### config.mk
export PLATFORM = sky130hd
export DESIGN_NAME = seg7_hex_decoder
export DESIGN_NICKNAME = d
export VERILOG_FILES = /design/src/rtl/seq3_rx_checker_pkg.sv /design/src/rtl/seq3_rx_checker_seg7_hex_decoder.sv
export SDC_FILE = /design/constraint.sdc
export NUM_CORES = 1
export LEC_CHECK = 0
export CORE_AREA = 2 2 39 41
export DETAILED_ROUTE_END_ITERATION = 8
export DIE_AREA = 0 0 41 43
export PLACE_DENSITY = 0.44
export SLEW_MARGIN = 20
export SYNTH_ARGS = -nofsm -noshare
export SYNTH_HDL_FRONTEND = slang
export SYNTH_SLANG_ARGS = --single-unit
export TNS_END_PERCENT = 30
### constraint.sdc
create_clock -name vclk -period 1.1
set_clock_uncertainty 0.05 [all_clocks]
set_input_delay 0.11 -clock vclk [all_inputs]
set_output_delay 0.11 -clock vclk [all_outputs]
set_load 0.02 [all_outputs]
### src/rtl/seq3_rx_checker_pkg.sv
// Shared definitions for the 3-phase sequence receiver: state and symbol encodings,
// the phase successor function and the hex-digit segment table.
package seq3_rx_checker_pkg;

  typedef enum logic [1:0] {
    HUNT = 2'd0,
    LOCK = 2'd1,
    ERR  = 2'd2
  } state_t;

  localparam logic [1:0] PH0    = 2'b00;
  localparam logic [1:0] PH1    = 2'b01;
  localparam logic [1:0] PH2    = 2'b10;
  localparam logic [1:0] PH_BAD = 2'b11;

  // Segments a..g in bits 0..6, active-high; index is the hex digit value.
  localparam logic [6:0] SEG_TABLE [16] = '{
    7'h3F, 7'h06, 7'h5B, 7'h4F, 7'h66, 7'h6D, 7'h7D, 7'h07,
    7'h7F, 7'h6F, 7'h77, 7'h7C, 7'h39, 7'h5E, 7'h79, 7'h71
  };

  localparam logic [7:0] IO_OUT_RESET = 8'h3F;

  // The illegal symbol maps to itself so it can never be a valid successor of a legal one.
  function automatic logic [1:0] succ(input logic [1:0] s);
    logic [1:0] r;
    case (s)
      PH0:     r = PH1;
      PH1:     r = PH2;
      PH2:     r = PH0;
      default: r = PH_BAD;
    endcase
    return r;
  endfunction

endpackage

### src/rtl/seq3_rx_checker_seg7_hex_decoder.sv
// Combinational hex digit to 7-segment decoder (a..g in bits 0..6, active-high).
module seg7_hex_decoder
  import seq3_rx_checker_pkg::*;
(
  input  logic [3:0] digit,
  output logic [6:0] seg
);

  logic [6:0] pattern;

  assign pattern = SEG_TABLE[digit];

  for (genvar gi = 0; gi < 7; gi++) begin : g_seg
    assign seg[gi] = pattern[gi];
  end

endmodule

Word-level counts from Yosys, hierarchy flattened
Memory sizes are Yosys's and may differ from the RTL's.
Cells that the tools add are included.
Operators by class
  add/subtract/negate cells: 0
  $mul: 0
  divide/modulo/power cells: 0
  order comparisons: 1
  equality and inequality tests: 0
  shift operators: 0
  muxes and demuxes: 2
  bitwise logic cells: 1
  reduce and logical (&&, ||, !) cells: 0
Operator list (number)
  2-to-1 mux 7 bit: 2
  greater-or-equal comparator 5 bit, second input constant: 1
  inverter 4 -> 5 bit: 1
Storage, ports and cells
  flip-flop bits (word level): 0
  latch bits: 0
  RAM bits: 0
  bits in read-only memories: 112
  input bits: 4
  output and inout bits: 7
  word-level logic and storage cells: 5
  memories kept: 1
Memory list
  (name not given): depth 16, width 7, read ports 1, clocked after memory_dff 0, wr ports 0, RTL line seq3_rx_checker_seg7_hex_decoder.sv:11  | assign pattern = SEG_TABLE[digit];

Depth between registers and ports, before layout
Gate-level depths: netlist of run 1.
  word-level depth: 4
  depth in mapped cells: 4
  mapped depth without buffers: 4

Worst setup path after synthesis of run 1
No wires, ideal clock.
  kind: input to output
  start: input digit[0]
  end: output seg[3]
  arrival: 1.062 ns
  required time: 0.940 ns
  slack: -0.122 ns
  cell stages on the path: 3
  path buffers: 0
  path through: inv_1 > ha_1 > mux4_1
On the way
  longest elaborated chain between the ends: 4
Ends and longest elaborated chain
  from (decl): RTL line seq3_rx_checker_seg7_hex_decoder.sv:5  | input logic [3:0] digit,
  inverter 4 -> 5 bit (implied by the code): RTL line seq3_rx_checker_seg7_hex_decoder.sv:11
  memory (16 x 7 bit)
  2-to-1 mux 7 bit (implied by the code) (2 in a row): RTL line seq3_rx_checker_seg7_hex_decoder.sv:11
  to (decl): RTL line seq3_rx_checker_seg7_hex_decoder.sv:6  | output logic [6:0] seg
No other way between the ends. The select of a mux whose other input is x is not followed.

Worst setup path in the final report of run 1
  start: input digit[0]
  end: output seg[4]
The elaborated chain is that of the path after synthesis.

==> results of run 1 <==
[path summary, 6_finish.rpt]
path,start,endpoint,slack [ps],cells past startpoint
setup / recovery,digit[0],seg[4],-180,7
hold / removal,digit[1],seg[6],660,5
[logic make-up (layout without fill, tap and decap cells)]
group / after synthesis / in the layout / share of synthesized area
simple gates: 7 / 7 / 0.144
compound gates: 6 / 6 / 0.152
mux: 6 / 6 / 0.278
fa+ha+maj: 7 / 7 / 0.304
buf+inv: 7 / 32 / 0.122
[repair_timing]
action | in CTS | in global routing
pin swaps | 6 | 3
setup endpoints to repair | 7 | 7
buffers inserted | 4 | 0
resized for setup | 78 | 5
[per-layer routing]
layer  up-vias  global-route usage  share of wire  wire length (um)
li1        167                   -              -                 -
met1       158               0.124           0.43               347
met2         7               0.188           0.52               419
met3         0                   0          0.041                33
met4         0                   0              0                 0
met5         -                   0              0                 0
[through the flow]
stage	TNS (ps)	utilization	hold WS, ps	power [uW]	instances
CTS	-945	0.446	669	256	74
global route	-1160	0.466	683	283	74
floorplan	-107	-	366	107	33
global placement	-7110	0.355	1390	205	70
detailed placement	-7360	0.355	1390	209	70
finish	-914	0.466	661	264	74
[layout make-up]
type               count  area share
multi-input cells     26       0.520
repair buffers        27       0.396
inverters              5      0.0524
well taps             16      0.0311
[where the power goes]
group / internal (uW) / switching (uW) / total [uW]
clock: 0 / 0 / 0
sequential: 0 / 0 / 0
combinational: 147 / 118 / 264
total: 147 / 118 / 264
[cell usage in the layout (no fill, tap or decap), types with 2 or more instances in the layout]
cell type   n
buf_4      14
mux2_2      3
a21oi_2     2
buf_6       8
ha_2        2
inv_1       2
mux2i_1     2
ha_4        5
==> impl_metrics.json, run 1 <==
{
  "synth.top_cells.by_area": "ha_1 30%, mux2_2 12%, mux4_1 9.1%",
  "syn_inst": 33,
  "synth_fp_nets": 44,
  "drt_iter0_markers": 0,
  "antenna_found_initial": 0,
  "initial_core_util": 0.208,
  "rsz0062_at_grt": "true",
  "row_count": 14,
  "vdd_drop_max_mv": 0.183,
  "violations": "setup timing",
  "viasPerCell": 4.49,
  "die_x_um": 41,
  "period_needed_ps": 1280,
  "grt_pass1_vias": 308,
  "drive_gt1_frac": 0.759,
  "setup_viol": 7,
  "hold_viol_final": 0,
  "final_nets": 71,
  "top_level_ports": 11,
  "clkbuf_count": 0,
  "ant_nets": 0,
  "cp-start-kind": "input pin",
  "synth_top_area_frac": 0.304,
  "fp.dieH_um": 43,
  "synth_most_common_cell": "ha_1",
  "crit_fanout": 4,
  "synth_cell_types": 17,
  "drt-total-wl_um": 799,
  "synth_area_um2": 288,
  "postCtsHoldBufs": 0,
  "fp.dieArea_um2": 1760,
  "fmax_mhz": 779,
  "slowest_delay_ps": 330,
  "slew_violations": 0,
  "yosysTopAreaCell": "ha_1",
  "antenna_cells": 0,
  "portBuffers": 11,
  "grt.total_usage": 0.0991,
  "max_slew_margin": 0.841,
  "first_pass_iters": 1,
  "drv_cap": 0,
  "worst_setup_path_end_kind": "primary output",
  "nFillCells": 133,
  "syn_area_per_cell_um2": 8.72,
  "cellLeakagePower_uw": 0.000275,
  "hpwlAfterDp_um": 573,
  "seq_cells": 0,
  "grt_first_pass_wirelength_mm": 1.32,
  "place_worst_setup_slack_ps": -1120,
  "cp.required_ps": 940,
  "yosys_warnings": 0,
  "synth.yosys.seq_area_share": 0,
  "placed_area_um2": 492,
  "final_cell_area_um2": 644,
  "tightest_slew_ps": 236,
  "cp_data_arrival_time_ps": 1120,
  "timing.final.crit_share": 1.17,
  "grt_overflow": 0,
  "wl_per_cell_um": 10.8,
  "status": "finished with violations",
  "place.gp.congestion": 0.715,
  "p_per_area_nw_per_um2": 410,
  "syn_to_final_growth_pct": 124,
  "cp_top_family": "buffers and inverters",
  "crit_type": "input pin to primary output",
  "cp_num_buf_inv": 5,
  "multi_input_area_um2": 335,
  "via_count": 332,
  "drc": 0,
  "synthTopCellsByCount": "7 x ha_1, 5 x inv_1, 3 x a21oi_1, 3 x mux2_2",
  "grt_max_degree": 8,
  "crit_path_cell_trace": "buf_12 -> clkinv_8 -> buf_8 -> buf_4 -> ha_4 -> o32a_1 -> buf_6",
  "seq_area_um2": 0,
  "min_path_type": "input pin to primary output",
  "worst_path_max_delay_cell": "o32a_1",
  "core_region_area_um2": 1380,
  "fin_ws_ps": -183
}
No activity file was read; power rests on OpenSTA's default activity.
==> run 2: changes to the inputs <==
PLACE_DENSITY = 0.42   (was 0.44)
clock period = 1.45 ns   (was 1.1 ns; I/O delays follow)
==> impl_metrics.json, run 2 (synthesized netlist as in run 1, its figures left out) <==
{
  "status": "complete, no violations",
  "worst_setup_path_end_kind": "primary output",
  "fin_hold_ws_ps": 857,
  "layout_common_cells": "16 x buf_4, 6 x buf_2, 4 x buf_6",
  "antenna_cells": 0,
  "cp.required_ps": 1250,
  "final_nets": 72,
  "slowest_delay_ps": 470,
  "clkbuf_count": 0,
  "viasPerCell": 4.03,
  "place_worst_setup_slack_ps": -786,
  "fp.dieArea_um2": 1760,
  "cellLeakagePower_uw": 0.000254,
  "syn_to_final_growth_pct": 90.0,
  "grt.total_usage": 0.0920,
  "top_level_ports": 11,
  "finalCoreUtilization": 0.395,
  "crit_type": "input pin to primary output",
  "seq_area_um2": 0,
  "period_needed_ps": 1400,
  "die_x_um": 41,
  "drc": 0,
  "hold_path_end": "seg[2]",
  "final_common_cell": "buf_4",
  "grt_pass1_vias": 288,
  "min_path_type": "input pin to primary output",
  "slew_violations": 0,
  "crit_path_cell_trace": "buf_2 -> buf_4 -> ha_4 -> inv_1 -> mux4_2 -> buf_6",
  "hpwlAfterDp_um": 525,
  "wl_per_cell_um": 9.87,
  "tightest_slew_ps": 289,
  "grt_first_pass_wirelength_mm": 1.19,
  "layoutNonFillerInstCount": 75,
  "hold_viol_final": 0,
  "fin_ws_ps": 53.8,
  "dp_cells": 72,
  "fmax_mhz": 716,
  "row_count": 14,
  "grt_overflow": 0,
  "antenna_found_initial": 0,
  "rsz0062_at_grt": "false",
  "place.gp.congestion": 0.724,
  "multi_input_area_um2": 292,
  "vdd_drop_max_mv": 0.0911,
  "setup_viol": 0,
  "cp_data_arrival_time_ps": 1200,
  "worst_path_max_delay_cell": "mux4_2",
  "cp_top_family": "multiplexers",
  "ant_nets": 0,
  "postCtsHoldBufs": 0,
  "tns_ps": 0,
  "grt_max_degree": 9,
  "cp_num_buf_inv": 4,
  "portBuffers": 11,
  "core_region_area_um2": 1380,
  "timing.final.crit_share": 0.963,
  "cp-start-kind": "input pin",
  "p_per_area_nw_per_um2": 313,
  "seq_cells": 0,
  "nFillCells": 143,
  "drt-total-wl_um": 740,
  "drt_iter0_markers": 0,
  "max_slew_margin": 0.807,
  "initial_core_util": 0.208,
  "whs_path_depth": 4,
  "crit_fanout": 4,
  "via_count": 302,
  "fp.dieH_um": 43,
  "holdCritStartpoint": "digit[2]",
  "drive_gt1_frac": 0.661,
  "drv_cap": 0,
  "first_pass_iters": 1
}
==> run 2: cell count changes in the layout (fill, tap and decap cells not counted), sizes merged <==
cell | before | now
inv | 4 | 5
buf | 25 | 26
clkinv | 1 | 0
==> run 2: cell type report <==
cell class         instances  area share
repair buffers            28       0.391
inverters                  5      0.0389
well taps                 16      0.0366
multi-input cells         26       0.533
==> run 2: routing by layer <==
layer,up-vias,track usage,share of wire
met5,-,0,0
met4,0,0,0
met3,0,0,0.034
met2,5,0.159,0.53
met1,129,0.130,0.44
li1,168,-,-
==> run 2: worst max path at each step <==
stage / startpoint / endpoint / slack, ps / depth (start not counted)
3_5_place_dp: digit[0] / seg[3] / -790 / 6
5_1_grt: digit[3] / seg[0] / 2 / 5
2_1_floorplan: digit[0] / seg[3] / 160 / 3
6_report: digit[0] / seg[3] / 50 / 6
4_1_cts: digit[0] / seg[3] / 30 / 7
3_3_place_gp: digit[0] / seg[3] / -770 / 6
==> run 2: per-stage QoR <==
stage / power (uW) / instance area, um^2
after floorplan: 78.9 / 288
after global placement: 158 / 507
after detailed placement: 159 / 507
after CTS: 173 / 554
after global routing: 186 / 547
final: 171 / 547
==> run 2: power by group <==
part	total [uW]	internal [uW]	leakage (uW)	switching [uW]
Clock	0	0	0	0
Sequential	0	0	0	0
Combinational	171	93.2	0.000254	78.2
Total	171	93.2	0.000254	78.2
==> run 2: timing repair <==
item,4_1_cts,5_1_grt
gates resized for setup,56,3
setup buffers,4,0
setup endpoints to repair,7,4
pin swaps,2,0
==> run 3: changes to the inputs <==
GPL_ROUTABILITY_DRIVEN = 1   (was not set)
==> results of run 3 <==
No change in the layout: final DEF, timing and power equal those of run 2.
